## src/rtl/fht_pkg.sv

```systemverilog
// Shared definitions for the FHT address/sequencing controller:
// default geometry, derived sizes and the bit-reverse helper used by stage 0.
package fht_pkg;

  localparam int A_BIT_DEF = 6;
  localparam int LAT_DEF   = 4;
  localparam int D_DEF     = 1 << A_BIT_DEF;
  localparam int N_STAGES_DEF = A_BIT_DEF + 1;

  typedef enum logic {
    ST_IDLE = 1'b0,
    ST_RUN  = 1'b1
  } fht_state_e;

  function automatic int bank_depth(input int a_bit);
    return 1 << a_bit;
  endfunction

  function automatic int stage_width(input int a_bit);
    return $clog2(a_bit + 1);
  endfunction

  // Reverses the low w bits of v; bits above w come back as zero.
  function automatic logic [31:0] bit_reverse(input logic [31:0] v, input int w);
    logic [31:0] r;
    r = '0;
    for (int i = 0; i < 32; i++) begin
      if (i < w) r[w-1-i] = v[i];
    end
    return r;
  endfunction

endpackage

```

## src/rtl/fht_control_if.sv

```systemverilog
// Sequencing/address bundle between the FHT controller and the bank RAMs,
// butterfly datapath and the host that launches a transform.
interface fht_control_if
  import fht_pkg::*;
#(
  parameter int A_BIT = A_BIT_DEF
) ();

  logic             iSTART;
  logic             oST_ZERO;
  logic             oST_LAST;
  logic             o2ND_PART_SUBSEC;
  logic [A_BIT-1:0] oSECTOR;
  logic [A_BIT-1:0] oADDR_RD_0;
  logic [A_BIT-1:0] oADDR_RD_1;
  logic [A_BIT-1:0] oADDR_RD_2;
  logic [A_BIT-1:0] oADDR_RD_3;
  logic [A_BIT-1:0] oADDR_WR;
  logic [A_BIT-1:0] oADDR_WR_BIAS;
  logic [A_BIT-1:0] oADDR_COEF;
  logic             oWE_A;
  logic             oWE_B;
  logic             oSOURCE_DATA;
  logic             oSOURCE_CONT;
  logic             oRDY;

  // master: the controller driving addresses; slave: host/datapath side
  modport master (
    input  iSTART,
    output oST_ZERO, oST_LAST, o2ND_PART_SUBSEC, oSECTOR,
    output oADDR_RD_0, oADDR_RD_1, oADDR_RD_2, oADDR_RD_3,
    output oADDR_WR, oADDR_WR_BIAS, oADDR_COEF,
    output oWE_A, oWE_B, oSOURCE_DATA, oSOURCE_CONT, oRDY
  );

  modport slave (
    output iSTART,
    input  oST_ZERO, oST_LAST, o2ND_PART_SUBSEC, oSECTOR,
    input  oADDR_RD_0, oADDR_RD_1, oADDR_RD_2, oADDR_RD_3,
    input  oADDR_WR, oADDR_WR_BIAS, oADDR_COEF,
    input  oWE_A, oWE_B, oSOURCE_DATA, oSOURCE_CONT, oRDY
  );

endinterface

```

## src/rtl/fht_delay_line.sv

```systemverilog
// LAT-deep register shift line; aligns read-side addresses and the read
// strobe with the write side of the butterfly pipeline.
module fht_delay_line #(
  parameter int W   = 1,
  parameter int LAT = 4
) (
  input  logic         clk,
  input  logic         rst,
  input  logic [W-1:0] din,
  output logic [W-1:0] dout
);

  logic [W-1:0] sr_p [LAT];

  always_ff @(posedge clk or posedge rst) begin
    if (rst) begin
      for (int i = 0; i < LAT; i++) sr_p[i] <= '0;
    end else begin
      sr_p[0] <= din;
      for (int i = 1; i < LAT; i++) sr_p[i] <= sr_p[i-1];
    end
  end

  assign dout = sr_p[LAT-1];

endmodule

```

## src/rtl/fht_control.sv

```systemverilog
// Address and sequencing controller for an in-place ping-pong 4-bank FHT:
// stage 0 bit-reversed 4-point pass, then stages 1..A_BIT of radix-2 butterflies.
module fht_control
  import fht_pkg::*;
#(
  parameter int A_BIT = A_BIT_DEF,
  parameter int LAT   = LAT_DEF
) (
  input  logic           iCLK,
  input  logic           iRESET,
  fht_control_if.master  bus
);

  localparam int D  = bank_depth(A_BIT);
  localparam int SW = stage_width(A_BIT);

  fht_state_e       state, state_nxt;
  logic [SW-1:0]    stage, stage_nxt;
  logic [A_BIT-1:0] cnt, cnt_nxt;
  logic             EOF_READ, eof_nxt;

  logic             running;
  logic             rd_act;
  logic [A_BIT-1:0] addr_rd;
  logic [A_BIT-1:0] addr_rd_bias;
  logic [A_BIT-1:0] sector;
  logic [A_BIT-1:0] coef;
  logic             part2;
  logic [A_BIT-1:0] mask;
  logic [A_BIT-1:0] hmask;
  logic [A_BIT-1:0] offset;

  logic             we_p;
  logic [A_BIT-1:0] addr_wr_p;
  logic [A_BIT-1:0] bias_wr_p;

  always_ff @(posedge iCLK or posedge iRESET) begin
    if (iRESET) begin
      state    <= ST_IDLE;
      stage    <= '0;
      cnt      <= '0;
      EOF_READ <= 1'b0;
    end else begin
      state    <= state_nxt;
      stage    <= stage_nxt;
      cnt      <= cnt_nxt;
      EOF_READ <= eof_nxt;
    end
  end

  // cnt is reused during the drain phase to count the LAT flush clocks.
  always_comb begin
    state_nxt = state;
    stage_nxt = stage;
    cnt_nxt   = cnt;
    eof_nxt   = EOF_READ;
    case (state)
      ST_IDLE: begin
        if (bus.iSTART) begin
          state_nxt = ST_RUN;
          stage_nxt = '0;
          cnt_nxt   = '0;
          eof_nxt   = 1'b0;
        end
      end
      ST_RUN: begin
        if (!EOF_READ) begin
          if (cnt == A_BIT'(D - 1)) begin
            eof_nxt = 1'b1;
            cnt_nxt = '0;
          end else begin
            cnt_nxt = cnt + 1'b1;
          end
        end else if (cnt == A_BIT'(LAT - 1)) begin
          eof_nxt = 1'b0;
          cnt_nxt = '0;
          if (stage == SW'(A_BIT)) state_nxt = ST_IDLE;
          else                     stage_nxt = stage + 1'b1;
        end else begin
          cnt_nxt = cnt + 1'b1;
        end
      end
      default: state_nxt = ST_IDLE;
    endcase
  end

  assign running = (state == ST_RUN);
  assign rd_act  = running && !EOF_READ;

  // Sector of length 2^stage: mask selects the in-sector offset bits,
  // hmask the offset within the half sector.
  always_comb begin
    mask = '0;
    for (int i = 0; i < A_BIT; i++) begin
      if (i < int'(stage)) mask[i] = 1'b1;
    end
    hmask  = mask >> 1;
    offset = cnt & mask;

    addr_rd      = '0;
    addr_rd_bias = '0;
    sector       = '0;
    part2        = 1'b0;
    coef         = '0;
    if (rd_act) begin
      if (stage == '0) begin
        addr_rd      = A_BIT'(bit_reverse(32'(cnt), A_BIT));
        addr_rd_bias = addr_rd;
      end else begin
        addr_rd      = cnt;
        addr_rd_bias = (cnt & ~mask) | ((A_BIT'(0) - offset) & mask);
        sector       = cnt >> stage;
        part2        = |(cnt & mask & ~hmask);
        coef         = (cnt & hmask) << (SW'(A_BIT) - stage);
      end
    end
  end

  // read side -> write side, LAT clocks of butterfly latency
  fht_delay_line #(
    .W   (2 * A_BIT + 1),
    .LAT (LAT)
  ) u_wr_dly (
    .clk  (iCLK),
    .rst  (iRESET),
    .din  ({rd_act, addr_rd, addr_rd_bias}),
    .dout ({we_p, addr_wr_p, bias_wr_p})
  );

  assign bus.oRDY             = !running;
  assign bus.oSOURCE_CONT     = running;
  assign bus.oST_ZERO         = running && (stage == '0);
  assign bus.oST_LAST         = running && (stage == SW'(A_BIT));
  assign bus.oSOURCE_DATA     = running && stage[0];
  assign bus.o2ND_PART_SUBSEC = part2;
  assign bus.oSECTOR          = sector;
  assign bus.oADDR_RD_0       = addr_rd;
  assign bus.oADDR_RD_1       = addr_rd;
  assign bus.oADDR_RD_2       = addr_rd_bias;
  assign bus.oADDR_RD_3       = addr_rd_bias;
  assign bus.oADDR_WR         = addr_wr_p;
  assign bus.oADDR_WR_BIAS    = bias_wr_p;
  assign bus.oADDR_COEF       = coef;
  assign bus.oWE_A            = we_p && running && stage[0];
  assign bus.oWE_B            = we_p && running && !stage[0];

endmodule

```

## src/flat_wrapper.sv

```systemverilog
// flat-port wrapper written by rule: the top's interface ports become plain ports
module fht_control_flat import fht_pkg::*;
#(
  parameter int A_BIT = A_BIT_DEF,
  parameter int LAT   = LAT_DEF
)
  (iCLK, iRESET, bus_iSTART, bus_oST_ZERO, bus_oST_LAST, bus_o2ND_PART_SUBSEC, bus_oSECTOR, bus_oADDR_RD_0, bus_oADDR_RD_1, bus_oADDR_RD_2, bus_oADDR_RD_3, bus_oADDR_WR, bus_oADDR_WR_BIAS, bus_oADDR_COEF, bus_oWE_A, bus_oWE_B, bus_oSOURCE_DATA, bus_oSOURCE_CONT, bus_oRDY);
  fht_control_if #(.A_BIT(A_BIT)) bus_i ();
  input  logic iCLK;
  input  logic iRESET;
  input wire logic [$bits(bus_i.iSTART)-1:0] bus_iSTART;
  output wire logic [$bits(bus_i.oST_ZERO)-1:0] bus_oST_ZERO;
  output wire logic [$bits(bus_i.oST_LAST)-1:0] bus_oST_LAST;
  output wire logic [$bits(bus_i.o2ND_PART_SUBSEC)-1:0] bus_o2ND_PART_SUBSEC;
  output wire logic [$bits(bus_i.oSECTOR)-1:0] bus_oSECTOR;
  output wire logic [$bits(bus_i.oADDR_RD_0)-1:0] bus_oADDR_RD_0;
  output wire logic [$bits(bus_i.oADDR_RD_1)-1:0] bus_oADDR_RD_1;
  output wire logic [$bits(bus_i.oADDR_RD_2)-1:0] bus_oADDR_RD_2;
  output wire logic [$bits(bus_i.oADDR_RD_3)-1:0] bus_oADDR_RD_3;
  output wire logic [$bits(bus_i.oADDR_WR)-1:0] bus_oADDR_WR;
  output wire logic [$bits(bus_i.oADDR_WR_BIAS)-1:0] bus_oADDR_WR_BIAS;
  output wire logic [$bits(bus_i.oADDR_COEF)-1:0] bus_oADDR_COEF;
  output wire logic [$bits(bus_i.oWE_A)-1:0] bus_oWE_A;
  output wire logic [$bits(bus_i.oWE_B)-1:0] bus_oWE_B;
  output wire logic [$bits(bus_i.oSOURCE_DATA)-1:0] bus_oSOURCE_DATA;
  output wire logic [$bits(bus_i.oSOURCE_CONT)-1:0] bus_oSOURCE_CONT;
  output wire logic [$bits(bus_i.oRDY)-1:0] bus_oRDY;
  assign bus_i.iSTART = bus_iSTART;
  assign bus_oST_ZERO = bus_i.oST_ZERO;
  assign bus_oST_LAST = bus_i.oST_LAST;
  assign bus_o2ND_PART_SUBSEC = bus_i.o2ND_PART_SUBSEC;
  assign bus_oSECTOR = bus_i.oSECTOR;
  assign bus_oADDR_RD_0 = bus_i.oADDR_RD_0;
  assign bus_oADDR_RD_1 = bus_i.oADDR_RD_1;
  assign bus_oADDR_RD_2 = bus_i.oADDR_RD_2;
  assign bus_oADDR_RD_3 = bus_i.oADDR_RD_3;
  assign bus_oADDR_WR = bus_i.oADDR_WR;
  assign bus_oADDR_WR_BIAS = bus_i.oADDR_WR_BIAS;
  assign bus_oADDR_COEF = bus_i.oADDR_COEF;
  assign bus_oWE_A = bus_i.oWE_A;
  assign bus_oWE_B = bus_i.oWE_B;
  assign bus_oSOURCE_DATA = bus_i.oSOURCE_DATA;
  assign bus_oSOURCE_CONT = bus_i.oSOURCE_CONT;
  assign bus_oRDY = bus_i.oRDY;
  fht_control #(.A_BIT(A_BIT), .LAT(LAT)) u_core (.iCLK(iCLK), .iRESET(iRESET), .bus(bus_i));
endmodule
```

## config.mk

```make
export PLATFORM = sky130hd
export DESIGN_NAME = fht_control_flat
export DESIGN_NICKNAME = d
export VERILOG_FILES = /design/src/rtl/fht_pkg.sv /design/src/rtl/fht_control_if.sv /design/src/rtl/fht_delay_line.sv /design/src/rtl/fht_control.sv /design/src/flat_wrapper.sv
export SDC_FILE = /design/constraint.sdc
export NUM_CORES = 1
export LEC_CHECK = 0
export ABC_AREA = 1
export BUFFER_PORTS_ARGS = -buffer_cell sky130_fd_sc_hd__buf_4
export CAP_MARGIN = 15
export CORE_ASPECT_RATIO = 2
export CORE_MARGIN = 2
export CORE_UTILIZATION = 25
export DETAILED_ROUTE_END_ITERATION = 10
export REMOVE_ABC_BUFFERS = 1
export SLEW_MARGIN = 20
export SYNTH_ARGS = -nofsm -noshare
export SYNTH_HDL_FRONTEND = slang
export SYNTH_SLANG_ARGS = --single-unit
```

## constraint.sdc

```tcl
create_clock -name iCLK -period 4.5 [get_ports iCLK]
set_input_delay 0 -clock iCLK [delete_from_list [all_inputs] [get_ports iCLK]]
set_output_delay 0 -clock iCLK [all_outputs]
set_load 0.02 [all_outputs]
```

==> results.cfg, run 1 <==
[yosys]
avgSynthCellArea_um2 = 9.145
seq_area_frac_synth = 0.5311
synth_cells = 304
synth-seq-cells = 59
ys_warn_count = 0
synth_flop_cell = dfrtp_1
synth-async-reset-ratio = 1.000
syn_area_um2 = 2780
yosysUniqueCellTypes = 33
synth_edf_count = 0

[finish]
fillers = 1119
multi_input_area_um2 = 923.4
diodes = 0
design_area_um2 = 3487
final_cell_mix = buf_4, dfrtp_1, nand2_1
synthToLayoutAreaGrowth_pct = 25.43
final_util = 0.3206
seqCellArea_um2 = 1476
drive_above_1_share = 0.2841
nets = 349

[global_route]
use_met1 = 0.1093
grt_pass1_vias = 2173
grt_pass1_wl_mm = 10.77
grt_overflow = 0
antenna_found_initial = 0
grt_start_max_net_pins = 60
grtUsageMet2 = 0.2198
track_usage = 0.1200
met3_usage = 0.02656
busiest_layer = met2

[clock_tree]
root_buffer = clkbuf_16
clk_path_buf_depth = 2
cts_tree = built
post_cts_resized = 0
insertion_delay_ns = 0.32
cts_htree_levels = 3
clk_pin_slew_ns = 0.05
cts_sinks = 59
cts_buffers = 9

[detailed_routing]
drt_iter0_drc = 77
via_per_inst = 4.493
drc_errors = 0
dr.pass1.iters = 4
antenna_left = 0
wire_per_inst_um = 13.99
wl_mm = 6.785
vias = 2179

[pwr]
combPwrFrac = 0.456
leakage_uw = 0.001774
design_power_total_uw = 2992
switchingPower_uw = 1261
power_switching_share = 0.4213
seq_power_share = 0.305
ir_drop_v = 0.0003148
p_per_area_nw_per_um2 = 858.1
clkPwrFrac = 0.239
internal_power_uw = 1731

[flow_run]
cap_violations = 0

[worst_setup_path]
critical_path_required_ns = 4.50
path_class = register to output port
crit_path_max_fanout = 16
cp.arrival_ns = 2.58
start_kind = register
cp-end-kind = output port

[die]
dieArea_um2 = 12030
coreArea_um2 = 10880
pin_count = 59
fp.dieW_um = 78.57
row_count = 54
initial_core_util = 0.2556
die_y_um = 153.1

[placed_design]
place_congestion = 0.9029
dp.final_hpwl_mm = 5.303
dpl_cell_area_um2 = 3149
numPortBuffers = 58
dp_slack_ns = 2.304

[sta]
drv_slew = 0
final.min_clock_period_ns = 2.578
finClkSkew_ns = 0.004460
rsz0062_at_grt = false
fmax_mhz = 387.8
final-setup-viol-count = 0
tns_ns = 0
setup_ws_ns = 1.922
hold_viol = 0
fin_crit_sh = 0.5730
slew_headroom = 0.5146
tightest_slew_ns = 0.7281

[min_path]
hold_class = register to register

[status]
status = completed
-- Yosys cell counts, drive strengths merged, types with 3 or more instances --
master,n,area (um2)
nor2,36,168.9
clkbuf,3,11.26
nand3,8,40.04
o21ai,22,110.1
nand2,59,246.5
inv,34,127.6
a211oi,4,35.03
o22ai,4,25.02
ha,5,62.56
a31oi,3,18.77
buf,32,237.7
nor3,8,45.04
a21oi,15,78.83
nand4,5,31.28
dfrtp,59,1476
-- metal layers --
layer,vias up,wire length [um]
li1,1031,-
met3,26,384
met2,91,3678
met5,-,0
met4,0,474
met1,1031,2247
-- path summary, 6_finish.rpt --
check                                               from                       end  slack, ns  cells past startpoint
min in group asynchronous                         iRESET  u_core.u_wr_dly.dout[12]       0.44                      4
max in group asynchronous                         iRESET  u_core.u_wr_dly.sr_p[20]       3.57                      4
worst max register to register           u_core.stage[0]  u_core.u_wr_dly.sr_p[41]       2.33                      7
worst max-delay path                     u_core.stage[0]            bus_oSECTOR[3]       1.92                      8
worst min-delay path            u_core.u_wr_dly.sr_p[19]   u_core.u_wr_dly.dout[6]       0.34                      0
worst min register to register  u_core.u_wr_dly.sr_p[19]   u_core.u_wr_dly.dout[6]       0.34                      0
-- logic make-up after synthesis --
kind of cell               Yosys count  share of synthesized area
adders and majority gates            5                    0.02250
DFF                                 59                     0.5311
xor gates and xnor gates             3                    0.01215
AOI/OAI and AO/OA                   51                     0.1062
and+or+nand+nor                    116                     0.1913
buffers and inverters               70                     0.1368
-- area by class of cell --
type	count	area share
multi-input cells	175	0.2648
flip-flops and latches	59	0.4234
clock inverters	4	0.02153
well taps	140	0.05023
clock buffers	11	0.06961
repair buffers	61	0.1328
inverters	35	0.03767
-- power by group through the flow --
| stage | logic (uW) | clock network, uW | registers (uW) |
|---|---|---|---|
| 2_1_floorplan | 778 | 0 | 917 |
| 3_3_place_gp | 1360 | 0 | 911 |
| 3_5_place_dp | 1370 | 0 | 924 |
| 4_1_cts | 1380 | 731 | 917 |
| 5_1_grt | 1480 | 764 | 937 |
| 6_report | 1360 | 714 | 914 |
-- state kept, by name (all words and copies together) (netlist names) --
| signal | count |
|---|---|
| u_core.EOF_READ | 1 |
| u_core.stage | 3 |
| u_core.u_wr_dly.sr_p | 36 |
| u_core.cnt | 6 |
| u_core.u_wr_dly.dout | 12 |
| u_core.bus.oSOURCE_CONT | 1 |
-- timing repair --
item                      4_1_cts  5_1_grt
hold endpoints to repair       61        0
hold buffers                    2        0
buffers inserted                0        0
-- metrics by stage --
| stage | hold slack [ns] | cells |
|---|---|---|
| floorplan | 0.1771 | 269 |
| global placement | 0.2481 | 468 |
| detailed placement | 0.2582 | 468 |
| CTS | 0.3448 | 485 |
| global route | 0.3463 | 485 |
| finish | 0.3441 | 485 |
-- critical path: stages (launching register included) --
cell and delay, ns:
dfrtp_1 0.73, inv_2 0.26, ha_1 0.30, nand2_4 0.17
inv_2 0.11, nor2_8 0.17, nand2_2 0.09, a211oi_1 0.23
buf_4 0.19
No activity file was read; power rests on OpenSTA's default activity.
==> run 2, diff against run 1 <==
clock period = 2.6 ns   (was 4.5 ns; I/O delays follow)
==> run 2 against run 1 <==
Effect of this change: final area increased by 0.93%; register-to-register slack got worse by 1.6 ns; clock power increased by 76%; highest routed layer unchanged; critical path type unchanged; first-iteration DRC count increased by 23%; utilization increased by 0.30 points; die area unchanged; clock skew decreased by 0.00068 ns.
==> results.cfg, run 2 (same netlist as run 1, synthesis figures left out) <==
[detailed_routing]
antenna_left = 0
wl_mm = 7.002
vias = 2181
drt_iter0_drc = 95
wire_per_inst_um = 14.32
dr.pass1.iters = 4
drc_errors = 0
via_per_inst = 4.460

[finish]
fillers = 1113
final_common_cell = buf_4
final_cell_mix = buf_4, dfrtp_1, nand2_1
diodes = 0
layout.cells.non_filler = 489
design_area_um2 = 3520
synthToLayoutAreaGrowth_pct = 26.60
drive_above_1_share = 0.2951
largest_reg_flops = 36
nets = 352
top_register = u_core.u_wr_dly.sr_p

[worst_setup_path]
critical_path_required_ns = 2.60
cp.arrival_ns = 2.42
cpMostUsedCell = inv_2
critPathBufInv = 3
cp-end-kind = output port
crit_path_max_fanout = 16
critPathTopFamily = flip-flops
crit_path_max_incr_delay_ns = 0.61
crit_chain = inv_2 -> ha_1 -> nand2_4 -> inv_2 -> nor2_8 -> nand2_2 -> a211oi_1 -> buf_4
start_kind = register
path_class = register to output port
cp_slowest_cell = dfrtp_1

[placed_design]
dp.final_hpwl_mm = 5.408
dp_cells = 471
place_congestion = 0.9247
numPortBuffers = 58
dpl_cell_area_um2 = 3172
dp_slack_ns = 0.5234

[clock_tree]
clk_pin_slew_ns = 0.05
cts_sinks = 59
cts_htree_levels = 3
cts_tree = built
root_buffer = clkbuf_16
insertion_delay_ns = 0.32
cts_buffers = 9
clk_path_buf_depth = 2

[sta]
hold_viol = 0
slew_headroom = 0.5599
drv_slew = 0
fmax_mhz = 414.0
tightest_slew_ns = 0.6591
tns_ns = 0
final.min_clock_period_ns = 2.415
finClkSkew_ns = 0.003780
rsz0062_at_grt = false
fin_crit_sh = 0.9289
setup_ws_ns = 0.1847
final-setup-viol-count = 0

[pwr]
design_power_total_uw = 5216
leakage_uw = 0.001806
p_per_area_nw_per_um2 = 1482
ir_drop_v = 0.0006564

[global_route]
grt_start_max_net_pins = 33
track_usage = 0.1222
grt_pass1_wl_mm = 10.99
grt_pass1_vias = 2102
antenna_found_initial = 0
grt_overflow = 0

[status]
status = completed

[flow_run]
cap_violations = 0

[die]
row_count = 54
dieArea_um2 = 12030
coreArea_um2 = 10880
pin_count = 59
initial_core_util = 0.2556
die_y_um = 153.1
fp.dieW_um = 78.57

[min_path]
hold_class = input pin to asynchronous set/reset pin
-- run 2: final timing paths --
check,start,to,slack (ns),cells after the start
min in group iCLK,u_core.u_wr_dly.sr_p[51],u_core.u_wr_dly.sr_p[38],0.34,0
setup reg to reg,u_core.stage[1],u_core.u_wr_dly.sr_p[41],0.71,7
hold / removal,iRESET,u_core.u_wr_dly.dout[12],0.34,3
setup / recovery,u_core.stage[1],bus_oSECTOR[2],0.18,8
max in group asynchronous,iRESET,u_core.u_wr_dly.dout[1],1.46,4
hold reg to reg,u_core.u_wr_dly.sr_p[51],u_core.u_wr_dly.sr_p[38],0.34,0
-- run 2: area by class of cell --
cell class              instances  area, um2  share of cell area
repair buffers                 64      485.5              0.1379
clock inverters                 5      75.07             0.02133
flip-flops and latches         59       1476              0.4195
inverters                      35      131.4             0.03733
multi-input cells             175      923.4              0.2624
clock buffers                  11      252.7             0.07181
well taps                     140      175.2             0.04977
-- run 2: per-layer routing --
| layer | vias to the layer above | wire length, um | track usage |
|---|---|---|---|
| li1 | 1033 | - | - |
| met1 | 1038 | 2454 | 0.1213 |
| met4 | 0 | 583 | 0.1119 |
| met5 | - | 0 | 0 |
| met3 | 28 | 278 | 0.02007 |
| met2 | 82 | 3685 | 0.2100 |
-- run 2: metrics by stage --
stage	hold WS, ns	utilization
finish	0.3380	0.3236
global route	0.3494	0.3236
CTS	0.3420	0.3236
detailed placement	0.1493	0.2916
global placement	0.1424	0.2916
floorplan	0.1771	-
-- run 2: worst register-to-register path, delay by kind of cell (launching register included) --
kind	cells	cell delay, ns
AND/OR/NAND/NOR	4	0.63
AO/OA/AOI/OAI	1	0.23
buffers and inverters	1	0.07
flip-flops	1	0.61
adder cells (fa/ha/maj)	1	0.22
-- run 2: report_power, final --
group,leakage (uW),internal (uW),switching [uW]
logic,0.000901,850,1570
registers,0.000740,1300,235
clock network,0.000165,884,378
total,0.00181,3030,2180
-- run 2: timing repair --
item,4_1_cts,5_1_grt
setup endpoints to repair,0,0
hold buffers,2,0
resized for setup,0,0
endpoints found under the hold margin,32,0
setup buffers,0,0
